<file path="src/rtl/led_afterglow_pwm.sv">
// LED output stage: per-LED brightness rendered by a free-running PWM, with a
// one-level-per-tick afterglow fade for LEDs whose pattern bit drops to 0.
module led_afterglow_pwm #(
    parameter int width    = 8,
    parameter int pwm_bits = 4
) (
    input  logic                clk,
    input  logic                rst,
    input  logic                step,
    input  logic [width-1:0]    pattern,
    input  logic [pwm_bits-1:0] duty,
    output logic [width-1:0]    leds,
    output logic                frame
);

    localparam int                  PERIOD   = (1 << pwm_bits) - 1;
    localparam logic [pwm_bits-1:0] CNT_LAST = pwm_bits'(PERIOD - 1);

    logic [pwm_bits-1:0] pwm_cnt_reg;
    logic                pending_reg;
    logic                frame_reg;
    logic [width-1:0]    leds_reg;
    logic [pwm_bits-1:0] bright_reg  [width];
    logic [pwm_bits-1:0] bright_next [width];
    logic [width-1:0]    leds_next;
    logic                boundary;
    logic                fade;

    assign boundary = (pwm_cnt_reg == CNT_LAST);
    // A step landing in the boundary cycle itself still counts for this boundary.
    assign fade     = pending_reg | step;

    generate
        for (genvar gi = 0; gi < width; gi++) begin : g_led
            always_comb begin
                bright_next[gi] = bright_reg[gi];
                if (boundary) begin
                    if (pattern[gi]) begin
                        bright_next[gi] = duty;
                    end else if (fade && (bright_reg[gi] != '0)) begin
                        bright_next[gi] = bright_reg[gi] - 1'b1;
                    end
                end
            end
            assign leds_next[gi] = (pwm_cnt_reg < bright_reg[gi]);
        end
    endgenerate

    always_ff @(posedge clk) begin
        if (rst) begin
            pwm_cnt_reg <= '0;
            pending_reg <= 1'b0;
            frame_reg   <= 1'b0;
            leds_reg    <= '0;
            for (int k = 0; k < width; k++) begin
                bright_reg[k] <= '0;
            end
        end else begin
            pwm_cnt_reg <= boundary ? '0 : pwm_cnt_reg + 1'b1;
            pending_reg <= boundary ? 1'b0 : (pending_reg | step);
            frame_reg   <= boundary;
            leds_reg    <= leds_next;
            for (int k = 0; k < width; k++) begin
                bright_reg[k] <= bright_next[k];
            end
        end
    end

    assign leds  = leds_reg;
    assign frame = frame_reg;

endmodule

</file>
<file path="config.mk">
export PLATFORM = sky130hd
export DESIGN_NAME = led_afterglow_pwm
export DESIGN_NICKNAME = d
export VERILOG_FILES = /design/src/rtl/led_afterglow_pwm.sv
export SDC_FILE = /design/constraint.sdc
export NUM_CORES = 1
export LEC_CHECK = 0
export CORE_MARGIN = 1
export CORE_UTILIZATION = 40
export CTS_BUF_LIST = sky130_fd_sc_hd__clkbuf_4 sky130_fd_sc_hd__clkbuf_8 sky130_fd_sc_hd__clkbuf_16
export DETAILED_ROUTE_END_ITERATION = 7
export GPL_ROUTABILITY_DRIVEN = 0
export PLACE_DENSITY_LB_ADDON = 0.25
export SYNTH_ARGS = -nofsm -noshare
export SYNTH_HDL_FRONTEND = slang
export SYNTH_SLANG_ARGS = --single-unit
</file>
<file path="constraint.sdc">
create_clock -name clk -period 6.1 [get_ports clk]
set_clock_uncertainty 0.2 [all_clocks]
set_input_delay 0.915 -clock clk [delete_from_list [all_inputs] [get_ports clk]]
set_output_delay 0.915 -clock clk [all_outputs]
set_load 0.02 [all_outputs]
</file>
# Word-level counts from Yosys, hierarchy flattened
# Memory sizes are Yosys's and may differ from the RTL's.
# Cells that the tools add are included.
[classes]
n_addsub = 9
n_lt_le_gt_ge = 8
n_eq_ne = 1
muxes = 35
bitwise_logic = 9
n_reduce_logical = 17
[ops]
columns = ["operator", "count"]
rows = [
  ["4-bit two-way mux", 32],
  ["4-bit less-than comparator", 8],
  ["4-bit nonzero test", 8],
  ["4-bit by 1-bit subtractor with 4-bit output (second input constant)", 8],
  ["1-bit OR", 9],
  ["1-bit logical AND", 8],
  ["4-bit by 1-bit adder with 4-bit output (second input constant)", 1],
  ["4-bit == test (second input constant)", 1],
  ["1-bit two-way mux", 3],
  ["2-bit OR reduction", 1],
]
[totals]
reg_bits = 14
ram_bits = 32
input_bits = 15
out_inout_bits = 9
elab_cells = 84
memories = 1
[mem_list]
columns = ["memory", "depth", "width", "read_ports", "rd_clocked_by_memory_dff", "write_ports", "line", "text"]
rows = [
  ["bright_reg", 8, 4, 8, 0, 8, "23", "logic [pwm_bits-1:0] bright_reg [width];"],
]

# Depth between registers and ports, before layout
# Gate-level depths: netlist of the first run.
[logic_depth]
word_depth = 6
depth_mapped = 8
ltp_nobuf = 6

# Worst setup path before layout of the first run
# Ideal clock, no wire load.
[synth_timing]
path_type = "in2reg"
startpoint = "input port pattern[0]"
endpoint = "memory bright_reg[0][1]"
setup_time_ns = 0.134
arrival_time_ns = 1.910
path_slack_ns = 3.856
cell_stages = 5
cell_sequence = "clkbuf_1 nor4b_1 or3_4 a211oi_1 a211oi_1"
[synth_lines]
columns = ["element", "line", "text"]
rows = [
  ["start, declared", "10", "input logic [width-1:0] pattern,"],
  ["end, declared", "23", ""],
]

==> tab_implementation.tex, run 1 <==
\begin{tabular}{lr}
\hline
Metric & Value \\
\hline
\multicolumn{2}{l}{\textbf{Outcome}} \\
\quad Run status & complete, no violations \\
\multicolumn{2}{l}{\textbf{Clocking}} \\
\quad Clk\_lat worst skew & 300 ps \\
\quad H-tree depth & 2 \\
\quad CTS Root Cell & clkbuf\_8 \\
\quad Clock transition at the registers of the reported paths & 90 ps \\
\quad Post\_cts resized & 0 \\
\quad TritonCTS Sinks & 46 \\
\quad Worst-case clock buffer depth & 2 \\
\quad Post CTS Setup Buffer Count & 0 \\
\quad Clock tree from TritonCTS & done \\
\quad Total CTS buffers & 5 \\
\quad Hold-fix buffers, CTS & 0 \\
\multicolumn{2}{l}{\textbf{Detailed routing}} \\
\quad Via count & 2459 \\
\quad Router iterations before antenna repair & 4 \\
\quad Length of routed met3 wiring & 166 µm \\
\quad Detailed-routing wirelength on met1 & 3.29 mm \\
\quad Top metal layer carrying routed signals & met4 \\
\quad Final WL & 6.65 mm \\
\quad DRC & 0 \\
\quad 1st-iter DRT viols & 112 \\
\quad Residual antenna-violating net count after detailed routing & 0 \\
\quad Average wire per cell in the routed design & 14.3 µm \\
\quad Detailed-routed wire length on met2 & 3.09 mm \\
\quad Average vias per placed instance & 5.29 \\
\multicolumn{2}{l}{\textbf{Placed design}} \\
\quad Post-Place Worst Slack & 3010 ps \\
\quad Number of buffers added on ports & 23 \\
\quad Placed wire-length estimate after detailed placement & 4.40 mm \\
\multicolumn{2}{l}{\textbf{Logic synthesis}} \\
\quad Cell type with the highest aggregate area in the netlist & dfxtp\_1 \\
\quad Nets in the synthesized netlist & 403 \\
\quad Library cells used by synthesis & 35 \\
\quad Mapped cell area & 3140 µm² \\
\quad Top-area cell type share of the netlist area & 29.3\% \\
\quad Post-Syn Area per Cell & 8.87 µm² \\
\quad Yosys synthesis warning count & 0 \\
\quad Sequential share of the synthesized area & 29.3\% \\
\quad Seq cells post-synth & 46 \\
\quad Syn Inst Count & 354 \\
\quad Largest cells by area after synthesis & dfxtp\_1, ha\_1, inv\_1 \\
\multicolumn{2}{l}{\textbf{Timing}} \\
\quad Max-Slew Margin vs Limit & 34.8\% \\
\quad Final period demand of the worst path & 2790 ps \\
\quad RSZ-0062 raised after global routing & false \\
\quad Setup Viol. Count Final & 0 \\
\quad Share of the clock period used by the worst path & 45.7\% \\
\quad Final Hold Violating Endpoints & 0 \\
\quad Highest Clock Rate & 358 MHz \\
\quad Slew Limit Fails & 0 \\
\quad Worst slew pin tran & 978 ps \\
\quad Least setup slack across all paths after layout & 3310 ps \\
\quad Final total negative setup slack & 0 ps \\
\multicolumn{2}{l}{\textbf{Worst setup path}} \\
\quad Data required time of the worst path & 6040 ps \\
\quad CP startpoint kind & input port \\
\quad Endpoint type of the worst setup path & flop \\
\quad CP arrival & 2730 ps \\
\quad CP max FO & 9 \\
\quad Register-to-Register Path Depth & 5 \\
\quad CP Class & input port to flop \\
\multicolumn{2}{l}{\textbf{Layout}} \\
\quad Register area & 921 µm² \\
\quad Diodes inserted & 0 \\
\quad Fraction of final layout cells with drive strength greater than 1 & 8.47\% \\
\quad Growth of design area from synthesis to finish & 9.72\% \\
\quad Fillcell total & 715 \\
\quad Final Net Count & 414 \\
\quad Largest register FFs & 32 \\
\quad Multi-input combinational cell area & 1950 µm² \\
\multicolumn{2}{l}{\textbf{Flow run}} \\
\quad Number of maximum-capacitance constraint violations & 0 \\
\multicolumn{2}{l}{\textbf{Floorplan}} \\
\quad I/O pin count & 24 \\
\quad Core Rows & 31 \\
\quad X dimension of the die & 90.6 µm \\
\quad Height of the die & 90.6 µm \\
\quad Floorplan Core Area & 7410 µm² \\
\quad Die area & 8210 µm² \\
\quad Effective utilization at floorplan & 42.4\% \\
\multicolumn{2}{l}{\textbf{Global route}} \\
\quad Global routing usage summed across all routing layers & 16.9\% \\
\quad First-pass GRT wire length & 11.1 mm \\
\quad Via count of the first global-routing pass & 2333 \\
\quad Maximum number of pins on one net before global-route repair & 47 \\
\quad Number of antenna violations at the first check in global routing & 0 \\
\quad Grt total ovfl & 0 \\
\multicolumn{2}{l}{\textbf{Min path}} \\
\quad Class of the most critical hold timing path & flop to flop \\
\quad Hold depth & 2 \\
\multicolumn{2}{l}{\textbf{Power and ir drop}} \\
\quad VDD IR-drop max & 0.106 mV \\
\quad Leakage Power & 0.00118 µW \\
\quad Pwr Density & 178 nW/µm² \\
\hline
\end{tabular}
==> layout make-up <==
class                      count  share of cell area (%)
sequential                    46                    26.7
clock buffer                   7                    2.61
inverter                      36                    3.92
multi-input combinational    253                    56.5
tap                           99                    3.59
clock inverter                 1                   0.145
timing repair buffer          23                    6.54
==> Yosys cell counts, drive strengths merged <==
cell    count
a211o      10
a211oi     21
a21o       17
a21oi      25
a311o       1
a311oi      1
and2        7
and3        1
buf        12
clkbuf      7
dfxtp      46
ha         34
inv        36
mux2i       6
nand2      28
nand2b      8
nand3       1
nand4b      1
nor2       18
nor3       18
nor4        5
nor4b       2
o211ai      3
o21ai      19
o311ai      4
o31a        5
or3         2
or4b        4
xnor2      12
==> layout by cell type (no fill, tap or decap), types with 2 or more instances in the layout <==
cell type | netlist | final
a211o_1 | 10 | 10
a211oi_1 | 17 | 17
a211oi_2 | 4 | 4
a21o_1 | 17 | 17
a21oi_1 | 21 | 21
a21oi_2 | 4 | 4
and2_1 | 7 | 7
clkbuf_8 | 0 | 6
clkdlybuf4s50_1 | 0 | 22
dfxtp_1 | 46 | 46
ha_1 | 34 | 34
inv_1 | 36 | 36
mux2i_1 | 6 | 6
nand2_1 | 28 | 28
nand2b_1 | 8 | 8
nor2_1 | 18 | 18
nor3_1 | 17 | 17
nor4_1 | 5 | 5
nor4b_1 | 2 | 2
o211ai_1 | 3 | 3
o21ai_0 | 13 | 13
o21ai_1 | 6 | 6
o311ai_4 | 4 | 4
o31a_1 | 5 | 5
or3_4 | 2 | 2
or4b_4 | 4 | 4
xnor2_1 | 12 | 12
==> critical path: stages <==
cell,delay (ps)
clkdlybuf4s50_1,930
nor3_1,190
a311oi_2,470
a21o_1,170
a21oi_1,50
==> where the power goes <==
part | leakage (µW) | total [µW] | internal [µW] | switching (µW)
Sequential | 0.000372 | 319 | 307 | 12.0
Clock | 0.0000517 | 203 | 96.2 | 107
Combinational | 0.000761 | 91.4 | 43.1 | 48.3
==> per-layer routing <==
metal / track usage (%) / vias to the layer above
li1: - / 1280
met1: 21.2 / 1131
met2: 29.4 / 36
met3: 2.61 / 12
met4: 5.38 / 0
met5: 0 / -
==> metrics by stage <==
step | instances | power, µW | utilization (%) | area [µm²] | hold WS, ps
after floorplan | 354 | 389 | - | 3140 | 250
after global placement | 457 | 417 | 45.2 | 3350 | 278
after detailed placement | 457 | 419 | 45.2 | 3350 | 269
after CTS | 465 | 622 | 46.5 | 3450 | 285
after global routing | 465 | 644 | 46.5 | 3450 | 293
final | 465 | 614 | 46.5 | 3450 | 286
==> cells by family (layout without fill, tap and decap cells) <==
| logic type | count (synthesis) | in the layout | synth area share [%] |
|---|---|---|---|
| AO/OA/AOI/OAI | 106 | 106 | 26.6 |
| XOR/XNOR | 12 | 12 | 3.35 |
| adder cells (fa/ha/maj) | 34 | 34 | 13.5 |
| buffers and inverters | 55 | 67 | 8.73 |
| flip-flops | 46 | 46 | 29.3 |
| multiplexers | 6 | 6 | 1.91 |
| AND/OR/NAND/NOR | 95 | 95 | 16.6 |
==> final timing paths <==
check	from	endpoint	slack (ps)
hold / removal	bright_reg[0][3]	bright_reg[0][3]	290
setup reg to reg	pwm_cnt_reg[1]	bright_reg[1][8]	3600
setup / recovery	step	bright_reg[1][4]	3310
hold reg to reg	bright_reg[0][3]	bright_reg[0][3]	290
Power figures use the tool's default switching activity.
==> run 2, diff against run 1 <==
==> constraint.sdc (replaced) <==
create_clock -name clk -period 2.3 [get_ports clk]
set_clock_uncertainty 0.2 [all_clocks]
set_input_delay 0.345 -clock clk [delete_from_list [all_inputs] [get_ports clk]]
set_output_delay 0.345 -clock clk [all_outputs]
set_load 0.02 [all_outputs]
==> run 2 against run 1 <==
Effect of this change:
- sequential cell count is the same
- register-to-register slack lost 3400 ps
- global-route usage grew 0.54 points
- first-iteration DRC count shrank 25%
- critical path depth grew 1
- critical endpoint is now bright_reg[0][8]
- largest cell class unchanged
==> tab_implementation.tex, run 2 (synthesized netlist as in run 1, its figures left out) <==
\begin{tabular}{lr}
\hline
Metric & Value \\
\hline
\multicolumn{2}{l}{\textbf{Layout}} \\
\quad Largest register FFs & 32 (unchanged) \\
\quad Utilization of the core after routing & 48.7\% (+2.1 points) \\
\quad Diodes inserted & 0 (unchanged) \\
\quad Fraction of final layout cells with drive strength greater than 1 & 12.5\% (+4.1 points) \\
\quad Most used cells in the layout excluding fill and tap cells & dfxtp\_1, inv\_1, ha\_1 \\
\quad Fillcell total & 714 (-0.14\%) \\
\quad Register area & 921 µm² (unchanged) \\
\quad Leading cell type in the layout, fill and taps excluded & dfxtp\_1 \\
\quad Growth of design area from synthesis to finish & 14.8\% \\
\quad Multi-input combinational cell area & 1950 µm² (unchanged) \\
\quad Final Net Count & 431 (+4.1\%) \\
\quad Final std cells w/o fill & 482 (+3.7\%) \\
\multicolumn{2}{l}{\textbf{Floorplan}} \\
\quad Die area & 8210 µm² (unchanged) \\
\quad I/O pin count & 24 (unchanged) \\
\quad Height of the die & 90.6 µm (unchanged) \\
\quad X dimension of the die & 90.6 µm (unchanged) \\
\quad Floorplan Core Area & 7410 µm² (unchanged) \\
\quad Core Rows & 31 (unchanged) \\
\quad Effective utilization at floorplan & 42.4\% (unchanged) \\
\multicolumn{2}{l}{\textbf{Timing}} \\
\quad Setup Viol. Count Final & 0 (unchanged) \\
\quad Final total negative setup slack & 0 ps (unchanged) \\
\quad Worst slew pin tran & 591 ps (-387 ps) \\
\quad Slew Limit Fails & 0 (unchanged) \\
\quad Final period demand of the worst path & 2080 ps \\
\quad Share of the clock period used by the worst path & 90.5\% \\
\quad RSZ-0062 raised after global routing & false \\
\quad Final Hold Violating Endpoints & 0 (unchanged) \\
\quad Worst hold margin & 265 ps (-21.0 ps) \\
\quad Highest Clock Rate & 480 MHz \\
\quad Max-Slew Margin vs Limit & 60.5\% (+26 points) \\
\multicolumn{2}{l}{\textbf{Min path}} \\
\quad Class of the most critical hold timing path & input port to flop \\
\quad Hold Crit Endpoint & bright\_reg[0][6] \\
\quad Hold depth & 2 (unchanged) \\
\quad Min-delay src & rst \\
\multicolumn{2}{l}{\textbf{Power and ir drop}} \\
\quad Pwr Density & 485 nW/µm² (+170\%) \\
\quad Proportion of power drawn by the clock network & 36.1\% (+3.0 points) \\
\quad Switch Pwr & 460 µW (+170\%) \\
\quad Net Sw Frac & 26.3\% (-0.94 points) \\
\quad Pwr Total & 1750 µW (+180\%) \\
\quad Leakage Power & 0.00128 µW (+7.8\%) \\
\quad VDD IR-drop max & 0.258 mV (+140\%) \\
\quad Comb pwr share & 16.7\% (+1.8 points) \\
\quad Register share of total power & 47.2\% (-4.8 points) \\
\quad Internal power consumption & 1290 µW (+190\%) \\
\multicolumn{2}{l}{\textbf{Worst setup path}} \\
\quad Endpoint type of the worst setup path & flop \\
\quad CP max FO & 7 (-2) \\
\quad Register-to-register setup slack & 220 ps (-3380 ps) \\
\quad CP startpoint kind & flop \\
\quad CP Class & flop to flop \\
\quad CP arrival & 2130 ps (-600 ps) \\
\quad Register-to-Register Path Depth & 6 (+1) \\
\quad Data required time of the worst path & 2340 ps (-3700 ps) \\
\quad RR Startpoint & pwm\_cnt\_reg[0] \\
\quad Reg2reg end & bright\_reg[0][8] \\
\multicolumn{2}{l}{\textbf{Clocking}} \\
\quad Hold-fix buffers, CTS & 0 (unchanged) \\
\quad Clock transition at the registers of the reported paths & 90 ps (about the same) \\
\quad Total CTS buffers & 5 (unchanged) \\
\quad TritonCTS Sinks & 46 (unchanged) \\
\quad H-tree depth & 2 (unchanged) \\
\quad Clock tree from TritonCTS & done \\
\quad Worst-case clock buffer depth & 2 (unchanged) \\
\quad Clk\_lat worst skew & 300 ps (about the same) \\
\quad Post\_cts resized & 0 (unchanged) \\
\quad Post CTS Setup Buffer Count & 0 (unchanged) \\
\quad CTS Root Cell & clkbuf\_8 \\
\multicolumn{2}{l}{\textbf{Placed design}} \\
\quad Placed wire-length estimate after detailed placement & 4.78 mm (+8.6\%) \\
\quad Number of placed cells counting well taps & 474 (+3.7\%) \\
\quad Number of buffers added on ports & 23 (unchanged) \\
\multicolumn{2}{l}{\textbf{Flow run}} \\
\quad Number of maximum-capacitance constraint violations & 0 (unchanged) \\
\multicolumn{2}{l}{\textbf{Outcome}} \\
\quad Run status & complete, no violations \\
\multicolumn{2}{l}{\textbf{Global route}} \\
\quad Number of antenna violations at the first check in global routing & 0 (unchanged) \\
\quad Global routing usage summed across all routing layers & 17.4\% (+0.54 points) \\
\quad Maximum number of pins on one net before global-route repair & 30 (-36\%) \\
\quad First-pass GRT wire length & 11.4 mm (+2.4\%) \\
\quad Grt total ovfl & 0 (unchanged) \\
\quad Via count of the first global-routing pass & 2355 (+0.94\%) \\
\multicolumn{2}{l}{\textbf{Detailed routing}} \\
\quad Residual antenna-violating net count after detailed routing & 0 (unchanged) \\
\quad Average wire per cell in the routed design & 14.2 µm (-0.44\%) \\
\quad Via count & 2528 (+2.8\%) \\
\quad 1st-iter DRT viols & 84 (-25\%) \\
\quad Average vias per placed instance & 5.24 (-0.82\%) \\
\quad DRC & 0 (unchanged) \\
\quad Final WL & 6.86 mm (+3.2\%) \\
\quad Router iterations before antenna repair & 4 (unchanged) \\
\hline
\end{tabular}
==> run 2: critical path, cell delays in order (launching register included) <==
cell	delay [ps]
dfxtp_1	320
inv_1	60
ha_1	230
and3_1	510
o311ai_4	260
a211o_1	330
a21oi_2	110
==> run 2: worst max path at each step <==
stage	start	to	slack [ps]	depth (start not counted)
floorplan	pwm_cnt_reg[1]	bright_reg[1][13]	340	5
global placement	step	bright_reg[1][2]	160	5
detailed placement	step	bright_reg[1][1]	120	5
CTS	pwm_cnt_reg[0]	bright_reg[1][0]	210	6
global route	pwm_cnt_reg[0]	bright_reg[0][12]	90	6
finish	pwm_cnt_reg[0]	bright_reg[0][8]	220	6
==> run 2: stage by stage <==
step | worst slack, ps | instance area (µm²)
after floorplan | 341 | 3140
after global placement | 163 | 3490
after detailed placement | 117 | 3490
after CTS | 214 | 3600
after global routing | 87.8 | 3600
final | 217 | 3600
==> run 2: area by class of cell <==
type	instances	share of cell area, %
Clock buffer	6	2.12
Timing Repair Buffer	40	10.1
Sequential cell	46	25.5
Inverter	36	3.75
Multi-Input combinational cell	253	54.0
Tap cell	99	3.44
Clock inverter	2	1.04
==> run 2: per-layer routing <==
| layer | share of wire, % | up-vias | track usage, % |
|---|---|---|---|
| li1 | - | 1317 | - |
| met1 | 48 | 1170 | 22.0 |
| met2 | 48 | 35 | 30.0 |
| met3 | 3.3 | 6 | 3.54 |
| met4 | 1.3 | 0 | 4.84 |
| met5 | 0 | - | 0 |
==> run 2: power groups by stage <==
stage	logic, µW	registers [µW]	clock network [µW]
global placement	290	844	0
global route	316	828	677
detailed placement	293	845	0
floorplan	166	867	0
finish	292	826	631
CTS	294	826	651
